**src/rtl/mem_port_arbiter_pkg.sv**
```systemverilog
// Message codes and FSM encoding shared by the main-memory port arbiter and its picker.
package mem_port_arbiter_pkg;

  localparam logic [2:0] NO_REQ    = 3'd0;
  localparam logic [2:0] R_REQ     = 3'd1;
  localparam logic [2:0] WB_REQ    = 3'd2;
  localparam logic [2:0] MEM_SENT  = 3'd3;
  localparam logic [2:0] MEM_READY = 3'd4;

  typedef enum logic [1:0] {
    IDLE    = 2'd0,
    GRANT   = 2'd1,
    RELEASE = 2'd2
  } arb_state_t;

endpackage

```
**src/rtl/mem_port_arbiter_rr_select.sv**
```systemverilog
// Combinational one-hot picker: round-robin from last_served+1, or fixed priority (highest index wins).
// Zero latency; no state, no backpressure.
module rr_select #(
  parameter int NUM_PORTS     = 2,
  parameter int PRIORITY_MODE = 0,
  parameter int PTR_W         = 1
) (
  input  logic [NUM_PORTS-1:0] req,
  input  logic [PTR_W-1:0]     last_served,
  output logic [NUM_PORTS-1:0] winner
);

  always_comb begin
    winner = '0;
    if (PRIORITY_MODE != 0) begin
      for (int i = 0; i < NUM_PORTS; i++) begin
        if ((req & (NUM_PORTS'(1) << i)) != '0) winner = NUM_PORTS'(1) << i;
      end
    end else begin
      // Walk from farthest to nearest so the port right after last_served overrides.
      for (int k = NUM_PORTS; k >= 1; k--) begin
        if ((req & (NUM_PORTS'(1) << ((int'(last_served) + k) % NUM_PORTS))) != '0)
          winner = NUM_PORTS'(1) << ((int'(last_served) + k) % NUM_PORTS);
      end
    end
  end

endmodule

```
**src/rtl/mem_port_arbiter.sv**
```systemverilog
// Shares the main-memory port between the L2 interface (port 0) and secure bypass (port 1).
// Grant 1 cycle after request; combinational forward/response paths; losers held off until release.
module mem_port_arbiter
  import mem_port_arbiter_pkg::*;
#(
  parameter int NUM_PORTS      = 2,
  parameter int MSG_BITS       = 3,
  parameter int ADDRESS_WIDTH  = 32,
  parameter int DATA_WIDTH     = 32,
  parameter int PRIORITY_MODE  = 0,
  parameter int TIMEOUT_CYCLES = 1023
) (
  input  logic                               clock,
  input  logic                               reset,
  input  logic [NUM_PORTS*MSG_BITS-1:0]      req_msg,
  input  logic [NUM_PORTS*ADDRESS_WIDTH-1:0] req_address,
  input  logic [NUM_PORTS*DATA_WIDTH-1:0]    req_data,
  output logic [NUM_PORTS*MSG_BITS-1:0]      rsp_msg,
  output logic [NUM_PORTS*ADDRESS_WIDTH-1:0] rsp_address,
  output logic [NUM_PORTS*DATA_WIDTH-1:0]    rsp_data,
  output logic [MSG_BITS-1:0]                arb2mm_msg,
  output logic [ADDRESS_WIDTH-1:0]           arb2mm_address,
  output logic [DATA_WIDTH-1:0]              arb2mm_data,
  input  logic [MSG_BITS-1:0]                mm2arb_msg,
  input  logic [ADDRESS_WIDTH-1:0]           mm2arb_address,
  input  logic [DATA_WIDTH-1:0]              mm2arb_data,
  output logic [NUM_PORTS-1:0]               grant,
  output logic                               timeout_err
);

  localparam int                  PTR_W   = (NUM_PORTS > 1) ? $clog2(NUM_PORTS) : 1;
  localparam int                  CNT_W   = $clog2(TIMEOUT_CYCLES + 1);
  localparam logic [CNT_W-1:0]    CNT_MAX = CNT_W'(TIMEOUT_CYCLES);
  localparam logic [MSG_BITS-1:0] NO_MSG  = MSG_BITS'(NO_REQ);

  arb_state_t           state, state_next;
  logic [NUM_PORTS-1:0] req_vld, winner, grant_next;
  logic [CNT_W-1:0]     count, count_next, count_inc;
  logic [PTR_W-1:0]     last_served, last_next, served_idx;
  logic                 err_next, end_cond;

  always_comb begin
    for (int i = 0; i < NUM_PORTS; i++)
      req_vld[i] = (req_msg[i*MSG_BITS +: MSG_BITS] != NO_MSG);
  end

  rr_select #(
    .NUM_PORTS    (NUM_PORTS),
    .PRIORITY_MODE(PRIORITY_MODE),
    .PTR_W        (PTR_W)
  ) u_rr_select (
    .req        (req_vld),
    .last_served(last_served),
    .winner     (winner)
  );

  // Grant is only non-zero in GRANT, so it alone steers both directions.
  always_comb begin
    arb2mm_msg     = NO_MSG;
    arb2mm_address = '0;
    arb2mm_data    = '0;
    rsp_msg        = {NUM_PORTS{NO_MSG}};
    rsp_address    = '0;
    rsp_data       = '0;
    served_idx     = '0;
    for (int i = 0; i < NUM_PORTS; i++) begin
      if (state == GRANT && grant[i]) begin
        arb2mm_msg                                 = req_msg[i*MSG_BITS +: MSG_BITS];
        arb2mm_address                             = req_address[i*ADDRESS_WIDTH +: ADDRESS_WIDTH];
        arb2mm_data                                = req_data[i*DATA_WIDTH +: DATA_WIDTH];
        rsp_msg[i*MSG_BITS +: MSG_BITS]            = mm2arb_msg;
        rsp_address[i*ADDRESS_WIDTH +: ADDRESS_WIDTH] = mm2arb_address;
        rsp_data[i*DATA_WIDTH +: DATA_WIDTH]       = mm2arb_data;
        served_idx                                 = PTR_W'(i);
      end
    end
    end_cond  = (arb2mm_msg == NO_MSG) && (mm2arb_msg == NO_MSG);
    count_inc = (count == CNT_MAX) ? count : count + CNT_W'(1);
  end

  always_comb begin
    state_next = state;
    grant_next = grant;
    count_next = count;
    err_next   = timeout_err;
    last_next  = last_served;
    case (state)
      IDLE: begin
        if (req_vld != '0) begin
          state_next = GRANT;
          grant_next = winner;
          count_next = '0;
        end
      end
      GRANT: begin
        count_next = count_inc;
        if (count_inc == CNT_MAX || end_cond) begin
          state_next = RELEASE;
          grant_next = '0;
          last_next  = served_idx;
          if (count_inc == CNT_MAX) err_next = 1'b1;
        end
      end
      RELEASE: state_next = IDLE;
      default: begin
        state_next = IDLE;
        grant_next = '0;
      end
    endcase
  end

  always_ff @(posedge clock) begin
    if (reset) begin
      state       <= IDLE;
      grant       <= '0;
      count       <= '0;
      timeout_err <= 1'b0;
      last_served <= PTR_W'(NUM_PORTS - 1);
    end else begin
      state       <= state_next;
      grant       <= grant_next;
      count       <= count_next;
      timeout_err <= err_next;
      last_served <= last_next;
    end
  end

endmodule

```
**config.mk**
```make
export PLATFORM = sky130hd
export DESIGN_NAME = mem_port_arbiter
export DESIGN_NICKNAME = d
export VERILOG_FILES = /design/src/rtl/mem_port_arbiter_pkg.sv /design/src/rtl/mem_port_arbiter_rr_select.sv /design/src/rtl/mem_port_arbiter.sv
export SDC_FILE = /design/constraint.sdc
export NUM_CORES = 1
export LEC_CHECK = 0
export ABC_CLOCK_PERIOD_IN_PS = 2750
export CORE_AREA = 4 4 156 158
export CTS_CLUSTER_SIZE = 24
export DETAILED_ROUTE_END_ITERATION = 10
export DIE_AREA = 0 0 160 162
export GPL_TIMING_DRIVEN = 1
export PLACE_DENSITY = 0.48
export SLEW_MARGIN = 20
export SYNTH_ARGS = -nofsm -noshare
export SYNTH_HDL_FRONTEND = slang
export SYNTH_HIERARCHICAL = 1
export SYNTH_SLANG_ARGS = --single-unit
```
**constraint.sdc**
```tcl
create_clock -name clock -period 2.75 [get_ports clock]
set_input_delay 0.275 -clock clock [delete_from_list [all_inputs] [get_ports clock]]
set_output_delay 0.275 -clock clock [all_outputs]
set_load 0.03 [all_outputs]
```
==> summary.txt, run 1 <==
Number of max-cap violations: 0
Crit path kind: reg -> out
Layout Utilization: 0.319
Largest net degree at the start of global routing: 65
Gr ovfl total: 0
Arrival time at the worst endpoint: 2.26 ns
Worst rel slew slack: 0.679
Hold Path Class: reg -> reg
Postcts setup bufs: 0
Clock buffer depth: 2
Vias per inst: 4.29
Netlist cell types: 51
Worst vdd ir: 0.164 mV
Routed WL: 21100 um
Core ar.: 23100 um^2
Pre-antenna DRT Iters: 5
Slew @ Worst Pin: 0.480 ns
Vias in the first global route: 4529
Syn_nets: 582
Pre-CTS setup slack: 0.156 ns
Final ANT Viol Nets: 0
DIE AREA: 25900 um^2
CTS Hold Bufs: 0
Slowest CP cell: clkdlybuf4s50_1
Synth-to-layout area growth: 177%
Placer Congestion: 0.801
Hold slack: 0.498 ns
Outcome: complete, no violations
Port Buffers: 406
Final min period: 2.53 ns
Final worst-path setup slack: 0.216 ns
Fmax: 0.395 GHz
Max FO, Critical Path: 19
Chip height: 162 um
Area of placed instances: 7290 um^2
Most used DFF post-synth: dfxtp_1
Final Hold Fails: 0
Synth area leader: and3_1
Clock-pin slew on the worst setup and hold paths: 0.05 ns
RSZ-0062 raised after global routing: no
Post-DP HPWL: 17800 um
PwrDens: 299 nW/um^2
Vias: 4449
Int Power: 1.24 mW
Clock Power Share: 0.149
Root Driver: clkbuf_16
H-tree depth: 1
Sequential share of the synthesized area: 0.120
Final setup violation count: 0
Final Power: 2.21 mW
Sw power: 963 uW
All-layer global routing usage: 0.148
IO Count: 407
Post-route non-filler standard cell count: 1038
Top area cells in the synthesized netlist: and3_1, a22o_1, dfxtp_1
Cell area after layout: 7380 um^2
Reg power frac: 0.123
Combinational share of power: 0.728
Row cnt: 56
CP Launch Type: flip-flop
Final Cycle Share: 0.922
Setup TNS: 0 ns
Top cell type's share of synthesized area: 0.314
CP peak stage delay: 0.68 ns
Seq cells post-synth: 16
Yosys Warn Count: 6
Post-synth EDFFs: 0
Antenna violations before repair: 2
Initial DRC count: 272
Die Span X: 160 um
First-pass GRT wire length: 29200 um
Sw frac: 0.436
Placed Cells: 1033
Worst-Skew Late Latency: 0.25 ns
Syn Std Cell Area: 2670 um^2
Pins Over Slew Limit: 0
TritonCTS Buffers: 3
Per-cell routed wire length: 20.3 um
Cell leakage power: 3.19 nW
Final routed DRC violation total: 0
Share of flip-flops with an asynchronous set or reset: 0
Initial Util: 0.115
Cells after Synth: 378
Final nets: 952
Post-Syn Area per Cell: 7.06 um^2
Layout cells sized above 1: 0.134
Worst Path Required: 2.48 ns
CTS tree: yes
Clock skew: 0.000934 ns
CTS sink cnt: 16
Critical path capture point type: output port
CP Cell Sequence: nor2b_4 -> buf_4 -> and3_1 -> clkdlybuf4s50_1
[layer usage]
layer	GRT usage	part of all wire	up-vias
met2	0.282	0.54	210
met3	0.0487	0.084	19
li1	-	-	2201
met5	0	0.00062	-
met4	0.0383	0.021	2
met1	0.155	0.36	2017
[Yosys cell counts, drive strengths merged, types with 2 or more instances]
library cell and instances:
a21oi 6, buf 5, a22oi 4, a32o 2
nor4 5, nand2 8, mux2i 3, clkbuf 47
nand4 5, o41ai 2, nor2b 3, dfxtp 16
nor3 4, and2 4, a211oi 2, a21boi 3
o21ai 8, o211ai 2, or3 3, nand3 4
and3 134, nor2 23, o31a 2, inv 4
a22o 65
[critical path, delay by kind of cell (launching register included)]
kind                   cells  cell delay (ns)
buffers and inverters      2             0.97
flip-flops                 1             0.37
AND/OR/NAND/NOR            2             0.65
[cells by family after synthesis]
kind of cell	after synthesis	synth area share
flip-flops	16	0.120
multiplexers	3	0.0113
AO/OA/AOI/OAI	105	0.333
buffers and inverters	56	0.0849
adder cells (fa/ha/maj)	1	0.00469
AND/OR/NAND/NOR	197	0.446
[power groups by stage]
stage	combinational, mW	clock (mW)	sequential [mW]
floorplan	0.711	0	0.266
global placement	1.62	0	0.276
detailed placement	1.62	0	0.277
CTS	1.63	0.333	0.272
global route	1.70	0.343	0.275
finish	1.61	0.329	0.271
[sequential cells by signal, summed over array words and instances, names as in the netlist]
signal	count
last_served	1
count	10
state	2
timeout_err	1
grant	2
[layout by cell type, fill, tap and decap left out, types with 3 or more instances in the layout]
cell type	netlist	routed
clkdlybuf4s50_1	0	339
and3_1	134	134
dfxtp_1	16	14
nor3_1	3	3
a22oi_1	4	4
nand2_1	7	7
buf_12	0	38
o21ai_0	7	7
nand4_1	4	4
nor2_1	23	23
or3_1	3	3
nand3_1	3	3
inv_1	4	4
nor4_1	4	4
and2_1	4	3
a22o_1	65	65
buf_4	1	40
clkbuf_16	0	3
a21oi_1	6	6
mux2i_1	3	3
[what timing repair did]
action	4_1_cts	5_1_grt
endpoints found under the hold margin	0	0
resized for setup	0	1
endpoints found under the setup margin	0	1
[path summary, 6_finish.rpt]
path	start	end	slack, ns	depth (start not counted)
max	state[0]$_SDFFE_PP0P_	rsp_data[61]	0.22	4
min	timeout_err$_SDFFE_PP0P_	timeout_err$_SDFFE_PP0P_	0.50	1
max reg2reg	count[0]$_SDFFE_PP0P_	last_served$_SDFFE_PP1P_	0.23	7
min reg2reg	timeout_err$_SDFFE_PP0P_	timeout_err$_SDFFE_PP0P_	0.50	1
[cell type report]
cell class,count,area [um^2]
inverters,4,15.0
repair buffers,417,4450
multi-input cells,306,2140
flip-flops and latches,16,323
clock buffers,4,88.8
well taps,290,363
diodes,1,2.50
fillers,2455,15700
(Power assumes the default switching activity.)
==> run 2, diff against run 1 <==
ABC_CLOCK_PERIOD_IN_PS = 2230   (was 2750)
CORE_AREA = 4 4 157 159   (was 4 4 156 158)
DIE_AREA = 0 0 161 163   (was 0 0 160 162)
PLACE_DENSITY = 0.49   (was 0.48)
clock period = 2.23 ns   (was 2.75 ns; I/O delays follow)
==> run 2 against run 1 <==
  * Combinational power rose by 19%
  * Clock-buffer cell count did not move
  * Sequential cell count did not move
  * Die area rose by 1.2%
  * Global-route usage barely moved
  * Clock power rose by 17%
  * Largest power group unchanged
==> summary.txt, run 2 (synthesis results as in run 1) <==
Vias in the first global route: 4536
Commonest non-fill, non-tap cell in the layout: clkdlybuf4s50_1
Hold Path Class: reg -> reg
TritonCTS Buffers: 3
Synth-to-layout area growth: 169%
Vias: 4541
Final setup violation count: 0
CTS Hold Bufs: 0
Clock-pin slew on the worst setup and hold paths: 0.05 ns
Row cnt: 56
Clock skew: 0.00207 ns
Placer Congestion: 0.785
Worst-Skew Late Latency: 0.24 ns
Final Cycle Share: 0.962
Routed WL: 21400 um
Number of max-cap violations: 0
Largest net degree at the start of global routing: 146
Max FO, Critical Path: 9
All-layer global routing usage: 0.148
Port Buffers: 406
First-pass GRT wire length: 29700 um
Sw frac: 0.443
Min-delay src: last_served$_SDFFE_PP1P_
Per-cell routed wire length: 19.8 um
CTS sink cnt: 16
Clock buffer depth: 2
Clock Power Share: 0.147
Worst Path Required: 2.36 ns
Sw power: 1.16 mW
Initial Util: 0.115
Pins Over Slew Limit: 0
Combinational share of power: 0.732
Layout cells sized above 1: 0.335
Final ANT Viol Nets: 0
Crit path kind: reg -> reg
Antenna violations before repair: 0
Reg power frac: 0.122
DIE AREA: 26200 um^2
Pre-antenna DRT Iters: 4
Largest regs: count: 10 flops, grant: 2 flops, state: 2 flops
Reg-to-Reg Start: count[1]$_SDFFE_PP0P_
CP Launch Type: flip-flop
Outcome: complete, no violations
Final routed DRC violation total: 0
Area of placed instances: 7000 um^2
Vias per inst: 4.19
Int Power: 1.47 mW
Cell area after layout: 7170 um^2
Initial DRC count: 228
Root Driver: clkbuf_16
Chip height: 163 um
Gr ovfl total: 0
Core ar.: 23300 um^2
Fmax: 0.466 GHz
Top reg by flops: count
Final Hold Fails: 0
CTS tree: yes
H-tree depth: 1
Worst vdd ir: 0.261 mV
Max reg flops: 10
Slew @ Worst Pin: 0.470 ns
Final nets: 970
IO Count: 407
Worst rel slew slack: 0.687
Setup crit start: count[1]$_SDFFE_PP0P_
# diodes: 0
PwrDens: 367 nW/um^2
Critical path capture point type: flip-flop
Final min period: 2.15 ns
Die Span X: 161 um
Setup TNS: 0 ns
Cell leakage power: 3.54 nW
Most frequent cells in the layout: clkdlybuf4s50_1, buf_4, and3_1
Post-DP HPWL: 17800 um
Arrival time at the worst endpoint: 2.28 ns
==> run 2: layer usage <==
layer / vias to the layer above / global-route usage / routed length, um / part of all wire
met5: - / 0 / 0 / 0
li1: 2231 / - / - / -
met1: 2107 / 0.170 / 8060 / 0.38
met4: 0 / 0.0217 / 179 / 0.0084
met3: 6 / 0.0418 / 1700 / 0.080
met2: 197 / 0.277 / 11500 / 0.54
==> run 2: timing repair <==
action | 4_1_cts | 5_1_grt
gates resized for setup | 3 | 7
gates cloned | 1 | 0
setup buffers | 1 | 2
endpoints found under the setup margin | 8 | 44
pin swaps | 1 | 1
==> run 2: final timing paths <==
kind                                                 end  slack [ns]  cells past startpoint
worst min-delay path            last_served$_SDFFE_PP1P_        0.52                      1
worst min register to register  last_served$_SDFFE_PP1P_        0.52                      1
worst max-delay path            last_served$_SDFFE_PP1P_        0.08                      8
worst max register to register  last_served$_SDFFE_PP1P_        0.08                      8
==> run 2: metrics by stage <==
step,setup WS [ns],utilization,cells,power [mW],hold WS [ns]
after detailed placement,0.0579,0.301,1076,2.22,0.504
after global routing,-0.00223,0.308,1084,2.78,0.550
after global placement,0.0945,0.301,1076,2.23,0.506
after CTS,0.0456,0.307,1082,2.66,0.520
final,0.0842,0.308,1084,2.63,0.516
after floorplan,0.00416,-,378,1.20,0.459
==> run 2: area by class of cell <==
cell class                 instances  area [um^2]
clock buffer                       4         88.8
fill                            2556        16100
inverter                           4         15.0
multi-input combinational        306         2160
sequential                        16          327
tap                              319          399
timing repair buffer             435         4180
==> run 2: power groups by stage <==
stage | Combinational [mW] | Sequential, mW | Clock [mW]
floorplan | 0.877 | 0.328 | 0
global placement | 1.91 | 0.322 | 0
detailed placement | 1.90 | 0.322 | 0
CTS | 1.94 | 0.317 | 0.396
global route | 2.04 | 0.322 | 0.414
finish | 1.92 | 0.320 | 0.386
==> run 2: worst max-delay path, cell delays in order (launching register included) <==
cell and delay (ns):
dfxtp_1 0.37, ha_2 0.23, nand3_4 0.13, or2_1 0.29
a221oi_2 0.32, a2111oi_4 0.12, buf_4 0.15, o21a_1 0.16
a211o_1 0.26
==> run 3, diff against run 2 <==
MAX_ROUTING_LAYER = met4   (was not set)
==> run 3 against run 2 <==
  * Combinational power about the same
  * Global-route usage rose by 0.43 points
  * Fmax about the same
  * Utilization did not move
  * Largest cell class unchanged
  * Cell area unchanged
  * Largest power group unchanged
  * Clock skew about the same
  * Wire length up 0.11%
  * Non-clock buffer count did not move
  * Critical path type unchanged
==> summary.txt, run 3 (synthesis results as in run 1) <==
Outcome: complete, no violations
TritonCTS Buffers: 3
Post-DP HPWL: 17800 um
R2r worst-path depth: 8
Final Power: 2.63 mW
Fill count: 2556
Initial Util: 0.115
Slew @ Worst Pin: 0.489 ns
Final ANT Viol Nets: 0
Top reg by flops: count
Gr ovfl total: 0
IO Count: 407
Final Hold Fails: 0
Pre-antenna DRT Iters: 4
All-layer global routing usage: 0.152
Largest net degree at the start of global routing: 146
CTS Hold Bufs: 0
Number of max-cap violations: 0
First-pass GRT wire length: 29600 um
CTS tree: yes
Hold Path Class: reg -> reg
Initial DRC count: 241
Final setup violation count: 0
Area of placed instances: 7000 um^2
Global routing met3 resource utilization: 0.0344
Clock buffer depth: 2
GR Util met2: 0.277
CTS sink cnt: 16
Slowest CP cell: dfxtp_1
Worst Path Required: 2.36 ns
Gr busiest metal: met2
Per-cell routed wire length: 19.8 um
Port Buffers: 406
Pins Over Slew Limit: 0
Row cnt: 56
Worst vdd ir: 0.260 mV
Layout cells sized above 1: 0.335
Chip height: 163 um
# diodes: 0
CP Cell Sequence: ha_2 -> nand3_4 -> or2_1 -> a221oi_2 -> a2111oi_4 -> buf_4 -> o21a_1 -> a211o_1
Min-delay src: last_served$_SDFFE_PP1P_
PwrDens: 367 nW/um^2
Reg-to-Reg Start: count[1]$_SDFFE_PP0P_
Clock skew: 0.00231 ns
Worst-Skew Late Latency: 0.24 ns
H-tree depth: 1
Arrival time at the worst endpoint: 2.28 ns
Max FO, Critical Path: 9
Hold path endpoint: last_served$_SDFFE_PP1P_
Vias per inst: 4.20
R2R Path End: last_served$_SDFFE_PP1P_
Root Driver: clkbuf_16
Most frequent cells in the layout: clkdlybuf4s50_1, buf_4, and3_1
Vias in the first global route: 4555
Setup TNS: 0 ns
Vias: 4553
Synth-to-layout area growth: 169%
Die Span X: 161 um
Crit path kind: reg -> reg
Routed WL: 21400 um
Antenna violations before repair: 0
Buffers and inverters on the worst path: 1
CP Launch Type: flip-flop
Largest regs: count: 10 flops, grant: 2 flops, state: 2 flops
Worst rel slew slack: 0.674
Hold Crit Depth: 1
Core ar.: 23300 um^2
Final nets: 970
Fmax: 0.466 GHz
Commonest non-fill, non-tap cell in the layout: clkdlybuf4s50_1
Final routed DRC violation total: 0
DIE AREA: 26200 um^2
Final min period: 2.15 ns
Cell area after layout: 7170 um^2
Met1 track demand over resource: 0.174
Clock-pin slew on the worst setup and hold paths: 0.05 ns
Cell leakage power: 3.54 nW
Worst reg-to-reg setup slack: 0.08 ns
Critical path capture point type: flip-flop
Crit path max-delay family: compound AO/OA/AOI/OAI gates
CP peak stage delay: 0.38 ns
Max reg flops: 10
Placer Congestion: 0.796
Final Cycle Share: 0.963
[run 3: cell counts in the layout (fill, tap and decap cells not counted)]
No cell type changed its count.
[run 3: layout make-up]
type	count	area (um^2)	area share
Timing Repair Buffer	435	4180	0.583
Multi-Input combinational cell	306	2160	0.301
Tap cell	319	399	0.0557
Sequential cell	16	327	0.0455
Clock buffer	4	88.8	0.0124
Inverter	4	15.0	0.00209
[run 3: metrics by stage]
stage / hold WS, ns / setup WS [ns] / instances / utilization
global route: 0.550 / -0.00223 / 1084 / 0.308
floorplan: 0.459 / 0.00416 / 378 / -
CTS: 0.520 / 0.0456 / 1082 / 0.307
detailed placement: 0.504 / 0.0579 / 1076 / 0.301
global placement: 0.506 / 0.0945 / 1076 / 0.301
finish: 0.512 / 0.0824 / 1084 / 0.308
[run 3: what timing repair did]
item | CTS | global route
resized for setup | 3 | 7
endpoints found under the setup margin | 8 | 44
cloned | 1 | 0
setup buffers | 1 | 2
pin swaps | 1 | 1
[run 3: power by group]
group | total [mW] | leakage [nW] | switching (mW) | internal, mW
logic | 1.93 | 3.37 | 1.03 | 0.893
clock network | 0.386 | 0.0442 | 0.114 | 0.272
registers | 0.320 | 0.132 | 0.0191 | 0.301
[run 3: worst max path at each step]
stage	cells past startpoint	slack [ns]	endpoint	startpoint
after floorplan	8	0.004	last_served$_SDFFE_PP1P_	count[0]$_SDFFE_PP0P_
after global placement	7	0.09	last_served$_SDFFE_PP1P_	count[0]$_SDFFE_PP0P_
after detailed placement	7	0.06	last_served$_SDFFE_PP1P_	count[0]$_SDFFE_PP0P_
after CTS	6	0.05	arb2mm_data[18]	state[1]$_SDFFE_PP0P_
after global routing	8	-0.002	last_served$_SDFFE_PP1P_	count[1]$_SDFFE_PP0P_
final	8	0.08	last_served$_SDFFE_PP1P_	count[1]$_SDFFE_PP0P_
[run 3: per-layer routing]
layer	wire (um)	vias up
li1	-	2232
met1	8150	2099
met2	11500	216
met3	1650	6
met4	178	0
met5	0	-
[run 3: worst reg2reg max path, cell delays in order (launching register included)]
cell,delay (ns)
dfxtp_1,0.38
ha_2,0.23
nand3_4,0.13
or2_1,0.29
a221oi_2,0.32
a2111oi_4,0.12
buf_4,0.15
o21a_1,0.16
a211o_1,0.26
